### config.mk
export PLATFORM = sky130hd
export DESIGN_NAME = router_input_fifo_bank
export DESIGN_NICKNAME = d
export VERILOG_FILES = /design/src/rtl/noc_pkg.sv /design/src/rtl/flit_fifo.sv /design/src/rtl/router_input_fifo_bank.sv
export SDC_FILE = /design/constraint.sdc
export NUM_CORES = 1
export LEC_CHECK = 0
export BUFFER_PORTS_ARGS = -buffer_cell sky130_fd_sc_hd__buf_4
export CAP_MARGIN = 20
export CORE_MARGIN = 2
export CORE_UTILIZATION = 52
export DETAILED_ROUTE_END_ITERATION = 7
export PLACE_DENSITY = 0.8
export SYNTH_ARGS = -nofsm -noshare
export SYNTH_HDL_FRONTEND = slang
export SYNTH_SLANG_ARGS = --single-unit
export TNS_END_PERCENT = 10
### constraint.sdc
create_clock -name clk -period 2.03 [get_ports clk]
set_clock_uncertainty 0.2 [all_clocks]
set_input_delay 0.406 -clock clk [delete_from_list [all_inputs] [get_ports clk]]
set_output_delay 0.406 -clock clk [all_outputs]
set_load 0.03 [all_outputs]
### src/rtl/noc_pkg.sv
// Shared NoC router definitions: default flit width, port count and port index order.
package noc_pkg;

  localparam int DEF_FLIT_W    = 16;
  localparam int DEF_NUM_PORTS = 5;

  typedef enum logic [2:0] {
    PORT_N = 3'd0,
    PORT_S = 3'd1,
    PORT_E = 3'd2,
    PORT_W = 3'd3,
    PORT_L = 3'd4
  } port_e;

endpackage

### src/rtl/flit_fifo.sv
// Single-channel first-word-fall-through flit FIFO with occupancy, credit return
// and sticky overflow/underflow flags.
module flit_fifo #(
  parameter int FLIT_W = 16,
  parameter int DEPTH  = 4,
  localparam int CNT_W = $clog2(DEPTH + 1),
  localparam int PTR_W = $clog2(DEPTH)
) (
  input  logic              clk,
  input  logic              rst,
  input  logic              push_i,
  input  logic [FLIT_W-1:0] data_i,
  input  logic              pop_i,
  output logic [FLIT_W-1:0] data_o,
  output logic              valid_o,
  output logic              full_o,
  output logic [CNT_W-1:0]  count_o,
  output logic              credit_o,
  output logic              ovf_o,
  output logic              udf_o
);

  logic [FLIT_W-1:0] mem_q [DEPTH];
  logic [PTR_W-1:0]  wptr_q, wptr_d;
  logic [PTR_W-1:0]  rptr_q, rptr_d;
  logic [CNT_W-1:0]  count_q, count_d;
  logic              credit_q;
  logic              ovf_q, ovf_d;
  logic              udf_q, udf_d;
  logic              push_acc;
  logic              pop_acc;

  assign valid_o  = (count_q != '0);
  assign full_o   = (count_q == CNT_W'(DEPTH));
  assign count_o  = count_q;
  assign credit_o = credit_q;
  assign ovf_o    = ovf_q;
  assign udf_o    = udf_q;
  assign data_o   = valid_o ? mem_q[rptr_q] : '0;

  // A pop frees a slot in the same cycle, so a full channel still takes a push alongside it.
  assign push_acc = push_i & (~full_o | pop_i);
  assign pop_acc  = pop_i & valid_o;

  always_comb begin
    wptr_d  = push_acc ? wptr_q + 1'b1 : wptr_q;
    rptr_d  = pop_acc  ? rptr_q + 1'b1 : rptr_q;
    count_d = count_q;
    case ({push_acc, pop_acc})
      2'b10:   count_d = count_q + 1'b1;
      2'b01:   count_d = count_q - 1'b1;
      default: count_d = count_q;
    endcase
    ovf_d = ovf_q | (push_i & full_o & ~pop_i);
    udf_d = udf_q | (pop_i & ~valid_o);
  end

  always_ff @(posedge clk) begin
    if (rst) begin
      wptr_q   <= '0;
      rptr_q   <= '0;
      count_q  <= '0;
      credit_q <= 1'b0;
      ovf_q    <= 1'b0;
      udf_q    <= 1'b0;
    end else begin
      wptr_q   <= wptr_d;
      rptr_q   <= rptr_d;
      count_q  <= count_d;
      credit_q <= pop_acc;
      ovf_q    <= ovf_d;
      udf_q    <= udf_d;
    end
  end

  // Storage is deliberately left unreset; the pointers define what is live.
  always_ff @(posedge clk) begin
    if (push_acc) begin
      mem_q[wptr_q] <= data_i;
    end
  end

endmodule

### src/rtl/router_input_fifo_bank.sv
// Bank of independent per-port input FIFOs between the link receivers and
// route-compute/arbitration; only instantiation and port slicing live here.
module router_input_fifo_bank
  import noc_pkg::*;
#(
  parameter int NUM_PORTS = DEF_NUM_PORTS,
  parameter int FLIT_W    = DEF_FLIT_W,
  parameter int DEPTH     = 4,
  localparam int CNT_W    = $clog2(DEPTH + 1)
) (
  input  logic                        clk,
  input  logic                        rst,
  input  logic [NUM_PORTS-1:0]        push_i,
  input  logic [NUM_PORTS*FLIT_W-1:0] data_i,
  input  logic [NUM_PORTS-1:0]        pop_i,
  output logic [NUM_PORTS*FLIT_W-1:0] data_o,
  output logic [NUM_PORTS-1:0]        valid_o,
  output logic [NUM_PORTS-1:0]        full_o,
  output logic [NUM_PORTS*CNT_W-1:0]  count_o,
  output logic [NUM_PORTS-1:0]        credit_o,
  output logic [NUM_PORTS-1:0]        ovf_o,
  output logic [NUM_PORTS-1:0]        udf_o
);

  for (genvar k = 0; k < NUM_PORTS; k++) begin : g_ch
    flit_fifo #(
      .FLIT_W (FLIT_W),
      .DEPTH  (DEPTH)
    ) u_fifo (
      .clk      (clk),
      .rst      (rst),
      .push_i   (push_i[k]),
      .data_i   (data_i[k*FLIT_W +: FLIT_W]),
      .pop_i    (pop_i[k]),
      .data_o   (data_o[k*FLIT_W +: FLIT_W]),
      .valid_o  (valid_o[k]),
      .full_o   (full_o[k]),
      .count_o  (count_o[k*CNT_W +: CNT_W]),
      .credit_o (credit_o[k]),
      .ovf_o    (ovf_o[k]),
      .udf_o    (udf_o[k])
    );
  end

endmodule

# --- After elaboration in Yosys (flattened, before gate mapping) ---
# Memory sizes are Yosys's and may differ from the RTL's. A register that Yosys moved wholly into a read port is not among the register bits.
# Cells that the tools add are included.
totals:
  regBits: 50
  mem_bits_rw: 320
  in_bits: 92
  out_inout_bits: 120
  wordCells: 165
  memories: 5
classes:
  addsub: 20
  eq_ne: 15
  n_mux: 30
  n_bitwise: 55
  reduce_logical: 10
mem_list:
  columns: ["name", "depth", "word_bits", "read_ports", "rd_ports_with_merged_regs", "wr", "line_no", "text"]
  rows:
  - ["g_ch[0].u_fifo.mem_q", 4, 16, 1, 1, 1, "flit_fifo.sv:23", "logic [FLIT_W-1:0] mem_q [DEPTH];"]
  - ["g_ch[1].u_fifo.mem_q", 4, 16, 1, 1, 1, "flit_fifo.sv:23", null]
  - ["g_ch[2].u_fifo.mem_q", 4, 16, 1, 1, 1, "flit_fifo.sv:23", null]
  - ["g_ch[3].u_fifo.mem_q", 4, 16, 1, 1, 1, "flit_fifo.sv:23", null]
  - ["g_ch[4].u_fifo.mem_q", 4, 16, 1, 1, 1, "flit_fifo.sv:23", null]
ops:
  columns: ["op", "n"]
  rows:
  - ["$mux 16", 5]
  - ["$pmux 3 s2", 5]
  - ["$and 1x1->1", 25]
  - ["$add 2x1->2 const B", 10]
  - ["$mux 2", 10]
  - ["$add 3x1->3 const B", 5]
  - ["$eq 3x3->1 const B", 5]
  - ["$not 1->1", 15]
  - ["$or 1x1->1", 15]
  - ["$reduce_bool 3->1", 5]
  - ["$sub 3x1->3 const B", 5]
  - ["$eq 2x1->1 const B", 5]
  - ["$eq 2x2->1 const B", 5]
  - ["$mux 1", 10]
  - ["$reduce_bool 2->1", 5]

# --- Logic depth before layout (Yosys ltp) ---
logic_depth:
  word_depth: 6
  mapped_depth: 9
  ltp_nobuf: 9

# --- Hierarchy ---
# From an unflattened synthesis, not the netlist that was laid out.
unflattened:
  hier_cells: 825
  hier_area_um2: 15239.6
modules_own_cells:
  columns: ["module", "n_inst", "cells_each", "area_per_inst_um2", "seq_area_each_um2"]
  rows:
  - ["flit_fifo", 5, 165, 3047.9, 2162.1]

# --- Worst setup path after synthesis ---
# OpenSTA, ideal clock, no wires.
synth_path:
  kind: "register to register"
  from: "register g_ch[4].u_fifo.count_q[2]"
  to: "register g_ch[4].u_fifo.count_q[2]"
  setup_time_ps: 70
  arrival_ps: 2163
  t_required_ps: 1760
  path_slack_ps: -403
  stages_incl_launch_ff: 10
  n_path_buf: 0
  synth_period_minus_slack_ps: 2433
  cell_sequence: "dfxtp_1 -> nor3b_2 -> a21boi_2 -> inv_1 -> ha_1 -> inv_1 -> fa_1 -> xor2_1 -> or3_1 -> a21oi_1"
synth_via:
  elab_chain_cells: 6
  word_cells_on_any_way: 12
  cone_classes: "add/sub (2); eq/ne (3); mux (1); bitwise (4); reduce/logical (2)"
synth_lines:
  columns: ["element", "line_no", "text"]
  rows:
  - ["start: declaration", "flit_fifo.sv:26", "logic [CNT_W-1:0] count_q, count_d;"]
  - ["start signal: assignment", "flit_fifo.sv:69", "count_q <= count_d;"]
  - ["$eq 3x3->1 *", "flit_fifo.sv:34", "assign full_o = (count_q == CNT_W'(DEPTH));"]
  - ["named net g_ch[4].u_fifo.full_o", "flit_fifo.sv:16", "output logic full_o,"]
  - ["$not 1->1 *", "flit_fifo.sv:42", "assign push_acc = push_i & (~full_o | pop_i);"]
  - ["$or 1x1->1 *", "flit_fifo.sv:42", null]
  - ["$and 1x1->1 *", "flit_fifo.sv:42", null]
  - ["$eq 2x1->1 or $eq 2x2->1 (tied branches)", "flit_fifo.sv:49", "case ({push_acc, pop_acc})"]
  - ["$pmux 3 s2 or $reduce_bool 2->1 (tied branches)", null, null]
# The timed path passes the listed nets; every way through them passes the cells marked *.
# A chain may end at the register's enable or synchronous reset.

==> impl_results.md <==
* FF-to-FF setup slack at -190 ps
* Fin util at 72.0%
* Rel. slew slack at 67.1%
* Buffers on Ports at 211
* Combinational Power Share at 40.2%
* Final setup viols at 93
* Num CTS Buffers at 39
* NetSw at 9.32 mW
* Commonest non-fill, non-tap cells in the layout: edfxtp_1 (320), buf_4 (232), dlygate4sd3_1 (88), mux4_2 (80), nor2b_1 (56)
* PnR worst setup slack at -496 ps
* Syn avg cell area at 17.8 µm²
* Max-cap violation count at 0
* Vias per cell at 5.25
* Fmax at 396 MHz
* Die Area at 30600 µm²
* Post-Syn Area at 15200 µm²
* Failing checks: setup timing
* Total number of vias at 8637
* DP Wirelength at 19500 µm
* Worst Max-Slew Pin Slew at 493 ps
* GPL Wtd Cong at 0.813
* Unrepaired setup endpoints after global routing: yes
* Clk Latency, worst-skew pair at 510 ps
* Chip Width at 175 µm
* Yosys warnings at 0
* Root buffer cell: clkbuf_16
* Clock share of power at 24.9%
* Final period util at 124%
* Grt total ovfl at 0
* DRT antenna net count at 0
* Average wire per cell in the routed design at 19.8 µm
* Router iterations before antenna repair at 4
* Site row count at 62
* Number of synthesized register bits at 380
* Cell Count, Final, Fillers Out at 1644
* CTS tree: yes
* Clk pin slew, worst setup/hold paths at 60 ps
* RR Startpoint: g_ch[0].u_fifo.count_o[2]$_SDFFE_PP0P_
* VDD IR-drop max at 1.02 mV
* Critical Path End: data_o[60]
* Crit path time final at 2530 ps
* Internal at 18.6 mW
* Setup bufs post-CTS at 0
* Syn Inst Count at 852
* Total track usage at 21.1%
* Sw frac at 33.4%
* Clock tree buffer depth at 3
* Worst reg-to-reg path cell count at 9
* Nets at 1351
* Worst Path Arrival at 1920 ps
* IO Count at 212
* Initial antenna violation count at 1
* Area Overhead vs Synth at 36.1%
* Capturing point of the worst reg2reg path: g_ch[0].u_fifo.count_o[2]$_SDFFE_PP0P_
* Power Dens Cells at 1350 nW/µm²
* Vias in the first global route at 9097
* Setup Crit Path Kind: register to output port
* Commonest non-fill, non-tap cell in the layout: edfxtp_1
* H-Tree Depth at 2
* Sequential Power Share at 34.9%
* Final Max Slew Viols at 0
* Final-report hold violation count at 0
* Synth cell types at 27
* First-pass GRT wire length at 50000 µm
* Syn Nets at 974
* Height of the die at 175 µm
* Iter 0 DRT Violations at 599
* Starting Density at 52.9%
* Seq/Total Area, Yosys at 71.2%
* Core area at 28700 µm²
* CP Capture Type: output port
* CP required at 1420 ps
* Startpoint Class: register
* Worst-path fanout max at 6
* Drt total wl at 32600 µm
* Leak pwr at 7.64 nW
* Largest net degree at the start of global routing at 43
* Fraction of layout cells with a size suffix above 1 at 41.1%
* Outcome: finished, violations left
* Min-Delay Path Class: input pin to register
* Placed insts at 1480
* # clock sinks at 380
* DRC violations left at 0
==> state kept, by name (all words and copies together) (netlist names), named ones only <==
signal / cells
g_ch.u_fifo.count_o: 15
g_ch.u_fifo.credit_o: 5
g_ch.u_fifo.mem_q: 320
g_ch.u_fifo.ovf_o: 5
g_ch.u_fifo.rptr_q: 10
g_ch.u_fifo.udf_o: 5
g_ch.u_fifo.wptr_q: 10
==> worst max-delay path, stage by stage (launching register included) <==
cell and delay [ps]:
dfxtp_4 390, clkbuf_16 170, mux4_2 520, nor2b_1 160, buf_4 170
==> through the flow <==
step	setup WS [ps]	power (mW)	setup TNS, ps	hold WS (ps)	area [µm²]
final	-496	27.9	-35930	69.3	20700
after global routing	-559	29.0	-42240	66.6	20700
after CTS	-501	27.5	-38050	43.2	20400
after detailed placement	-146	19.8	-774	262	18000
after global placement	-81.1	19.6	-356	254	18000
after floorplan	-143	16.0	-713	238	15300
==> layout make-up <==
type	count	area, µm²
flip-flops and latches	380	10900
repair buffers	398	3830
diodes	1	2.50
clock buffers	57	1100
multi-input cells	365	4070
inverters	45	169
well taps	384	480
fillers	1654	8040
clock inverters	14	160
==> power by group through the flow <==
stage	clock [mW]	sequential, mW	combinational (mW)
finish	6.96	9.74	11.2
floorplan	0	10.0	6.02
global route	7.40	9.80	11.8
CTS	7.06	9.71	10.7
detailed placement	0	9.80	10.0
global placement	0	9.74	9.88
==> logic make-up (layout without fill, tap and decap cells) <==
family	after synthesis	count (layout)	synth area share, %
fa+ha+maj	30	30	2.72
xor+xnor	15	15	0.865
flops	380	380	71.2
compound gates	45	45	1.81
simple gates	185	185	6.96
buf+inv	107	514	3.90
other cells	0	1	0
mux	90	90	12.6
==> cell usage after synthesis <==
cell	count	area share [%]
xor2_1	15	0.87
a21oi_1	20	0.66
nand2_1	5	0.12
clkbuf_1	10	0.25
o21ai_0	10	0.33
nor3_1	5	0.16
inv_1	45	1.1
dfxtp_1	60	7.9
nor2_1	50	1.2
and2b_1	10	0.49
or3_1	10	0.41
buf_6	10	0.74
and2_1	20	0.82
buf_2	17	0.56
nor3b_2	5	0.41
nand2b_1	10	0.41
buf_4	25	1.2
ha_1	25	2.1
mux2_2	5	0.37
a21boi_2	5	0.37
mux4_2	80	12
nor2b_1	70	2.9
edfxtp_1	320	63
mux2i_1	5	0.33
a31oi_1	5	0.21
fa_1	5	0.66
o31ai_1	5	0.25
==> worst min path at each step <==
stage / startpoint / to / slack, ps / cells past startpoint
2_1_floorplan: g_ch[0].u_fifo.udf_o$_SDFF_PP0_ / g_ch[0].u_fifo.udf_o$_SDFF_PP0_ / 240 / 2
3_3_place_gp: g_ch[3].u_fifo.udf_o$_SDFF_PP0_ / g_ch[3].u_fifo.udf_o$_SDFF_PP0_ / 250 / 2
3_5_place_dp: g_ch[0].u_fifo.ovf_o$_SDFF_PP0_ / g_ch[0].u_fifo.ovf_o$_SDFF_PP0_ / 260 / 2
4_1_cts: pop_i[3] / g_ch[3].u_fifo.udf_o$_SDFF_PP0_ / 40 / 4
5_1_grt: pop_i[1] / g_ch[1].u_fifo.credit_o$_SDFF_PP0_ / 70 / 4
6_report: pop_i[4] / g_ch[4].u_fifo.credit_o$_SDFF_PP0_ / 70 / 4
==> per-layer routing <==
layer / track usage [%] / routed length (µm) / up-vias / part of all wire [%]
met3: 3.79 / 1540 / 52 / 4.7
met2: 38.3 / 17600 / 259 / 54
met4: 5.59 / 667 / 0 / 2.0
met1: 26.2 / 12800 / 4399 / 39
met5: 0 / 0 / - / 0
li1: - / - / 3927 / -
==> repair_timing <==
item,in CTS,in global routing
gates resized for setup,54,48
cloned,3,1
endpoints found under the hold margin,328,0
hold buffers,88,0
endpoints found under the setup margin,94,98
pin swaps,4,1
(Power assumes the default switching activity.)
